<file path="src/rtl/regfile_wb_arbiter.sv">
// Shares the register_file write port between the ALU and load writeback paths.
// Define WB_ARB_RR_EN for round-robin between different-rd requests; default is fixed mem-over-alu priority.
module regfile_wb_arbiter #(
  parameter int REGISTERS = 32,
  parameter int WIDTH = 32,
  localparam int AW = $clog2(REGISTERS)
) (
  input  logic                 clk,
  input  logic                 rst_n,
  input  logic                 alu_valid,
  output logic                 alu_ready,
  input  logic [AW-1:0]        alu_rd,
  input  logic [WIDTH-1:0]     alu_data,
  input  logic                 mem_valid,
  output logic                 mem_ready,
  input  logic [AW-1:0]        mem_rd,
  input  logic [WIDTH-1:0]     mem_data,
  output logic                 we3,
  output logic [AW-1:0]        a3,
  output logic [WIDTH-1:0]     wd3,
  output logic [REGISTERS-1:0] pend_mask
);

  logic             alu_v_p0;
  logic [AW-1:0]    alu_rd_p0;
  logic [WIDTH-1:0] alu_data_p0;
  logic             mem_v_p0;
  logic [AW-1:0]    mem_rd_p0;
  logic [WIDTH-1:0] mem_data_p0;
  logic             mem_older_p0;
  logic             mem_older_nxt;
  logic             grant_alu;
  logic             grant_mem;
  logic             alu_cap;
  logic             mem_cap;
  logic             both_v;
  logic             same_rd;

  assign both_v  = alu_v_p0 && mem_v_p0;
  assign same_rd = (alu_rd_p0 == mem_rd_p0);

`ifdef WB_ARB_RR_EN
  logic rr_mem_p0;

  // Pointer only moves on policy decisions; same-rd pairs are ordered by age instead.
  always_ff @(posedge clk or negedge rst_n) begin
    if (!rst_n) begin
      rr_mem_p0 <= 1'b1;
    end else if (both_v && !same_rd) begin
      rr_mem_p0 <= grant_alu;
    end
  end
`endif

  always_comb begin
    grant_alu = 1'b0;
    grant_mem = 1'b0;
    if (both_v) begin
      if (same_rd) begin
        grant_mem = mem_older_p0;
        grant_alu = !mem_older_p0;
      end else begin
`ifdef WB_ARB_RR_EN
        grant_mem = rr_mem_p0;
        grant_alu = !rr_mem_p0;
`else
        grant_mem = 1'b1;
`endif
      end
    end else begin
      grant_alu = alu_v_p0;
      grant_mem = mem_v_p0;
    end
  end

  assign alu_ready = !alu_v_p0 || grant_alu;
  assign mem_ready = !mem_v_p0 || grant_mem;

  // Writes to r0 complete the handshake but never reach the hold entries.
  assign alu_cap = alu_valid && alu_ready && (alu_rd != '0);
  assign mem_cap = mem_valid && mem_ready && (mem_rd != '0);

  // A freshly captured alu entry is always the younger one, even when mem captures on the same edge.
  always_comb begin
    mem_older_nxt = mem_older_p0;
    if (alu_cap) begin
      mem_older_nxt = 1'b1;
    end else if (mem_cap) begin
      mem_older_nxt = 1'b0;
    end
  end

  // Stage p0: hold entries
  always_ff @(posedge clk or negedge rst_n) begin
    if (!rst_n) begin
      alu_v_p0     <= 1'b0;
      mem_v_p0     <= 1'b0;
      mem_older_p0 <= 1'b1;
    end else begin
      alu_v_p0     <= alu_cap || (alu_v_p0 && !grant_alu);
      mem_v_p0     <= mem_cap || (mem_v_p0 && !grant_mem);
      mem_older_p0 <= mem_older_nxt;
    end
  end

  always_ff @(posedge clk) begin
    if (alu_cap) begin
      alu_rd_p0   <= alu_rd;
      alu_data_p0 <= alu_data;
    end
    if (mem_cap) begin
      mem_rd_p0   <= mem_rd;
      mem_data_p0 <= mem_data;
    end
  end

  // Stage p1: register_file write port
  always_ff @(posedge clk or negedge rst_n) begin
    if (!rst_n) begin
      we3 <= 1'b0;
      a3  <= '0;
      wd3 <= '0;
    end else begin
      we3 <= grant_alu || grant_mem;
      if (grant_mem) begin
        a3  <= mem_rd_p0;
        wd3 <= mem_data_p0;
      end else if (grant_alu) begin
        a3  <= alu_rd_p0;
        wd3 <= alu_data_p0;
      end
    end
  end

  always_comb begin
    pend_mask = '0;
    for (int r = 1; r < REGISTERS; r++) begin
      pend_mask[r] = (alu_v_p0 && (alu_rd_p0 == AW'(r))) ||
                     (mem_v_p0 && (mem_rd_p0 == AW'(r))) ||
                     (we3 && (a3 == AW'(r)));
    end
  end

endmodule
</file>
<file path="config.mk">
export PLATFORM = sky130hd
export DESIGN_NAME = regfile_wb_arbiter
export DESIGN_NICKNAME = d
export VERILOG_FILES = /design/src/rtl/regfile_wb_arbiter.sv
export SDC_FILE = /design/constraint.sdc
export NUM_CORES = 1
export LEC_CHECK = 0
export CORE_AREA = 3 3 125 91
export CTS_CLUSTER_DIAMETER = 100
export CTS_CLUSTER_SIZE = 14
export DETAILED_ROUTE_END_ITERATION = 7
export DIE_AREA = 0 0 128 94
export PLACE_DENSITY = 0.83
export SLEW_MARGIN = 20
export SYNTH_ARGS = -nofsm -noshare
export SYNTH_HDL_FRONTEND = slang
export SYNTH_SLANG_ARGS = --single-unit
</file>
<file path="constraint.sdc">
create_clock -name clk -period 6.8 [get_ports clk]
set_clock_uncertainty 0.1 [all_clocks]
set_input_delay 1.02 -clock clk [delete_from_list [all_inputs] [get_ports clk]]
set_output_delay 1.02 -clock clk [all_outputs]
set_load 0.01 [all_outputs]
</file>
## After elaboration in Yosys (flattened, before gate mapping)

Index checks and enable logic that the tools add are counted.
W data, S select, Z words.

- Flip-flop bits (word level): 115
- Output and inout port bits: 72
- Logic and storage cells: 290

- Equal/unequal tests: 94
- Mux-type cells: 10
- Reductions and logical operators: 176

Operators by type and width:

| cell | count |
|---|---|
| $eq A5 B5 Y1 const B | 48 |
| $eq A5 B4 Y1 const B | 24 |
| $logic_and A1 B1 Y1 | 100 |
| $logic_or A1 B1 Y1 | 67 |
| $mux W32 | 2 |
| $eq A5 B3 Y1 const B | 12 |
| $eq A5 B2 Y1 const B | 6 |
| $eq A5 B1 Y1 const B | 3 |
| $mux W5 | 2 |
| $reduce_bool A5 Y1 | 2 |
| $mux W1 | 6 |
| $eq A5 B5 Y1 | 1 |
| $logic_not A1 Y1 | 5 |
| $reduce_bool A2 Y1 | 2 |

## Depth between registers and ports, before layout

- Depth in word-level cells: 8
- Depth in mapped cells: 7
- Gate-level depth less buffers: 5

## Worst setup path before layout

OpenSTA, ideal clock, no wires.

- Path type: in2reg
- From: input port mem_rd[0]
- To: register mem_data_p0[0], enable pin
- Arrival: 3.048 ns
- Path slack: 3.209 ns
- Stages on the path: 3
- Path buffers: 0
- Cells stage by stage: or4_1 o21ai_0 a21oi_1

- Cells in the longest elaborated chain, start to end: 2

Ends and longest elaborated chain:

| what | RTL line | RTL |
|---|---|---|
| start: declaration | 16 | `input logic [AW-1:0] mem_rd,` |
| $reduce_bool A5 Y1 | 81 | `assign mem_cap = mem_valid && mem_ready && (mem_rd != '0);` |
| $logic_and A1 B1 Y1 | 81 |  |
| named net mem_cap | 35 | `logic mem_cap;` |
| end signal: assignment | 113 | `mem_data_p0 <= mem_data;` |
| end: declaration | 29 | `logic [WIDTH-1:0] mem_data_p0;` |

The timed path passes the listed nets, and every way through them passes these cells.
A chain may end at the register's enable or synchronous reset.

## Final worst setup path

- From: register alu_v_p0
- To: output port mem_ready

- Cells in the longest elaborated chain, start to end: 3

Ends and longest elaborated chain:

| what | RTL line | RTL |
|---|---|---|
| start: declaration | 24 | `logic alu_v_p0;` |
| start signal: assignment | 100 | `alu_v_p0 <= alu_cap \|\| (alu_v_p0 && !grant_alu);` |
| $logic_and A1 B1 Y1 | 39 | `assign both_v = alu_v_p0 && mem_v_p0;` |
| $mux W1 | 58 | `if (both_v) begin` |
| $logic_or A1 B1 Y1 | 77 | `assign mem_ready = !mem_v_p0 \|\| grant_mem;` |
| end: declaration | 15 | `output logic mem_ready,` |

No other way between the ends.

==> run_results.csv <==
group,metric,value,unit
synth,async_flop_share,35.65,%
run,drv_cap,0,
floorplanning,core_area,10240,um^2
synth,yosysWarnings,0,
place,post-place-cells,683,
timing,period_share,56.37,%
worst_setup_path,cp-endpoint,"mem_ready",
global_routing,antenna_found_initial,0,
clock_tree,cts.sinks,115,
finish,final_area,7425,um^2
routing,drtPass1Iterations,8,
timing,setup_ws,2967,ps
synth,synthMuxAreaShare,6.262,%
worst_setup_path,endpoint_kind,"primary output",
global_routing,grt_pass1_wl,23120,um
finish,final_common_cell,"clkdlybuf4s50_1",
global_routing,overflow,0,
min_path,hp-class,"flip-flop to flip-flop",
timing,timing.fmax,260.9,MHz
place,gp_congestion,0.8881,
synth,ys_seq_area_share,61.60,%
pwr,power.share.clock,43.7,%
clock_tree,clk_path_buf_depth,2,
pwr,pwr-share-comb,14.6,%
worst_setup_path,critical_path.startpoint_type,"flip-flop",
routing,num_vias,4217,
timing,maxSlewViolCount,0,
worst_setup_path,path_max_fanout,42,
synth,ys_seq_elements,115,
synth,synth-simple-area-share,13.59,%
routing,drc_errors,0,
finish,area_delta_synth_final,40.75,%
synth,yosysTopAreaCellShare,42.13,%
timing,relSlewSlack,52.78,%
timing,finalSetupTns,0,ps
global_routing,grt_pass1_vias,4382,
pwr,intPower,1.554,mW
routing,routedWlPerCell,20.81,um
clock_tree,path_clk_slew,60,ps
clock_tree,cts_resized,0,
pwr,p_sw_share,25.43,%
synth,synth_area,5275,um^2
clock_tree,cts_setup_buffers,0,
pwr,p_switching,0.5301,mW
pwr,pwr-share-seq,41.6,%
timing,setup_viol,0,
min_path,hp-start,"mem_data_p0[21]",
routing,antenna_left,0,
floorplanning,num_rows,31,
place,numPortBuffers,148,
pwr,finalPower,2.084,mW
finish,regArea,3253,um^2
synth,synth_area_leader_cell,"edfxtp_1",
synth,ys.flop_type,"edfxtp_1",
synth,syn-instance-count,427,
timing,finalHoldViolCount,0,
timing,tightest_slew,706.8,ps
worst_setup_path,r2r_cells,5,
synth,synth_compound_area_share,14.14,%
global_routing,gr-usage-all-layers,25.31,%
finish,num_antenna_cells,0,
timing,rsz0062_at_grt,"false",
finish,fillers,687,
clock_tree,worstSkewPairLatency,410,ps
place,pre_cts_slack,3115,ps
global_routing,grt_max_degree,43,
status,status,"finished clean",
finish,fin_cells,716,
floorplanning,initial_core_util,51.52,%
synth,syn_area_per_cell,12.35,um^2
synth,ys_types,40,
timing,fin_crit,3833,ps
routing,drt_iter0_drc,400,
floorplanning,die_h,94,um
synth,synth_top_family_by_area,"compound AO/OA/AOI/OAI gates",
worst_setup_path,reg2reg_from,"alu_rd_p0[0]",
pwr,ir_worst_vdd,0.2580,mV
synth,syn_nets,505,
routing,drt-total-wl,14900,um
place,placedInstanceArea,6789,um^2
clock_tree,root_buffer,"clkbuf_16",
synth,synth_xor_xnor_area_share,0.8302,%
clock_tree,cts_hold_buf,0,
synth,synth_area_leaders,"edfxtp_1, dfrtp_1, nand2_1, mux2i_1, o221a_1",
timing,hold_ws,406.7,ps
finish,fin_nets,649,
worst_setup_path,startpoint,"alu_v_p0",
worst_setup_path,r2r_end,"alu_data_p0[14]",
clock_tree,cts.htree.levels,4,
worst_setup_path,cp.arrival,2710,ps
clock_tree,tritoncts,"built",
floorplanning,die_w,128,um
worst_setup_path,critical_path_class,"flip-flop to primary output",
finish,final_core_util,72.51,%
clock_tree,cts_buffers,17,
pwr,p_leak,2.941,nW
pwr,power_density,280.7,nW/um^2
worst_setup_path,reg2reg_slack,4010,ps
place,dp_hpwl,9725,um
floorplanning,die_area,12030,um^2
synth,synth-edff-count,74,
worst_setup_path,worstPathRequired,5680,ps
floorplanning,num_io_pins,150,
routing,via_per_inst,5.890,
finish,drive_above_1_share,8.219,%
finish,multiInputGateArea,1859,um^2
synth,synth_adder_area_share,0,%
finish,most-common-layout-cells,"clkdlybuf4s50_1, nand2_1, edfxtp_1, dfrtp_1, mux2i_1",
[cell type report]
class	count	area share (%)
repair buffers	151	20.49
multi-input cells	280	25.04
clock buffers	17	5.730
inverters	6	0.3033
clock inverters	15	2.393
well taps	132	2.224
flip-flops and latches	115	43.82
[worst min-delay path by stage]
stage,endpoint,slack (ps),depth (start not counted)
6_report,wd3[21],410,1
5_1_grt,wd3[21],430,1
4_1_cts,wd3[21],410,1
3_5_place_dp,wd3[19],400,1
3_3_place_gp,mem_older_p0,390,2
2_1_floorplan,mem_older_p0,370,2
[worst max-delay path, stage by stage (launching register included)]
cell and delay (ps):
dfrtp_4 870, nor3b_2 560, and2_1 280, nand2_1 80, clkdlybuf4s50_1 490
[registers in the layout (all words and copies together) (netlist names)]
register / flops
wd3: 32
alu_data_p0: 32
mem_rd_p0: 5
mem_older_p0: 1
alu_rd_p0: 5
a3: 5
mem_v_p0: 1
alu_v_p0: 1
mem_data_p0: 32
we3: 1
[power by group through the flow]
| stage | registers (mW) | logic (mW) | clock network (mW) |
|---|---|---|---|
| 6_report | 0.868 | 0.305 | 0.912 |
| 5_1_grt | 0.874 | 0.327 | 0.954 |
| 4_1_cts | 0.867 | 0.303 | 0.916 |
| 3_5_place_dp | 0.878 | 0.298 | 0 |
| 3_3_place_gp | 0.876 | 0.289 | 0 |
| 2_1_floorplan | 0.863 | 0.144 | 0 |
[layer usage]
metal	wire length, um	up-vias	part of all wire [%]	global-route usage, %
li1	-	1884	-	-
met4	295	0	2.0	9.629
met3	1328	29	8.9	8.239
met2	7309	236	49	40.68
met5	0	-	0	0
met1	5965	2068	40	32.07
[cells by family (layout without fill, tap and decap cells)]
family,after synthesis,count (layout)
XOR/XNOR,5,5
multiplexers,33,33
other,1,1
AO/OA/AOI/OAI,81,81
AND/OR/NAND/NOR,160,160
flip-flops,115,115
buffers and inverters,32,189
[cell usage after synthesis (3+ instances only)]
master,n
dfrtp_1,40
a22oi_1,23
a21oi_1,3
a32oi_1,6
clkbuf_1,13
o221a_2,3
buf_8,3
nor2b_1,11
nor2_1,25
xor2_1,5
buf_2,4
and2_1,3
nand2_1,98
nand2b_1,7
buf_6,3
edfxtp_1,74
o221a_1,29
mux2i_1,33
nor3_1,6
a211oi_1,4
inv_1,6
o21ai_0,4
No activity file was read; power rests on OpenSTA's default activity.
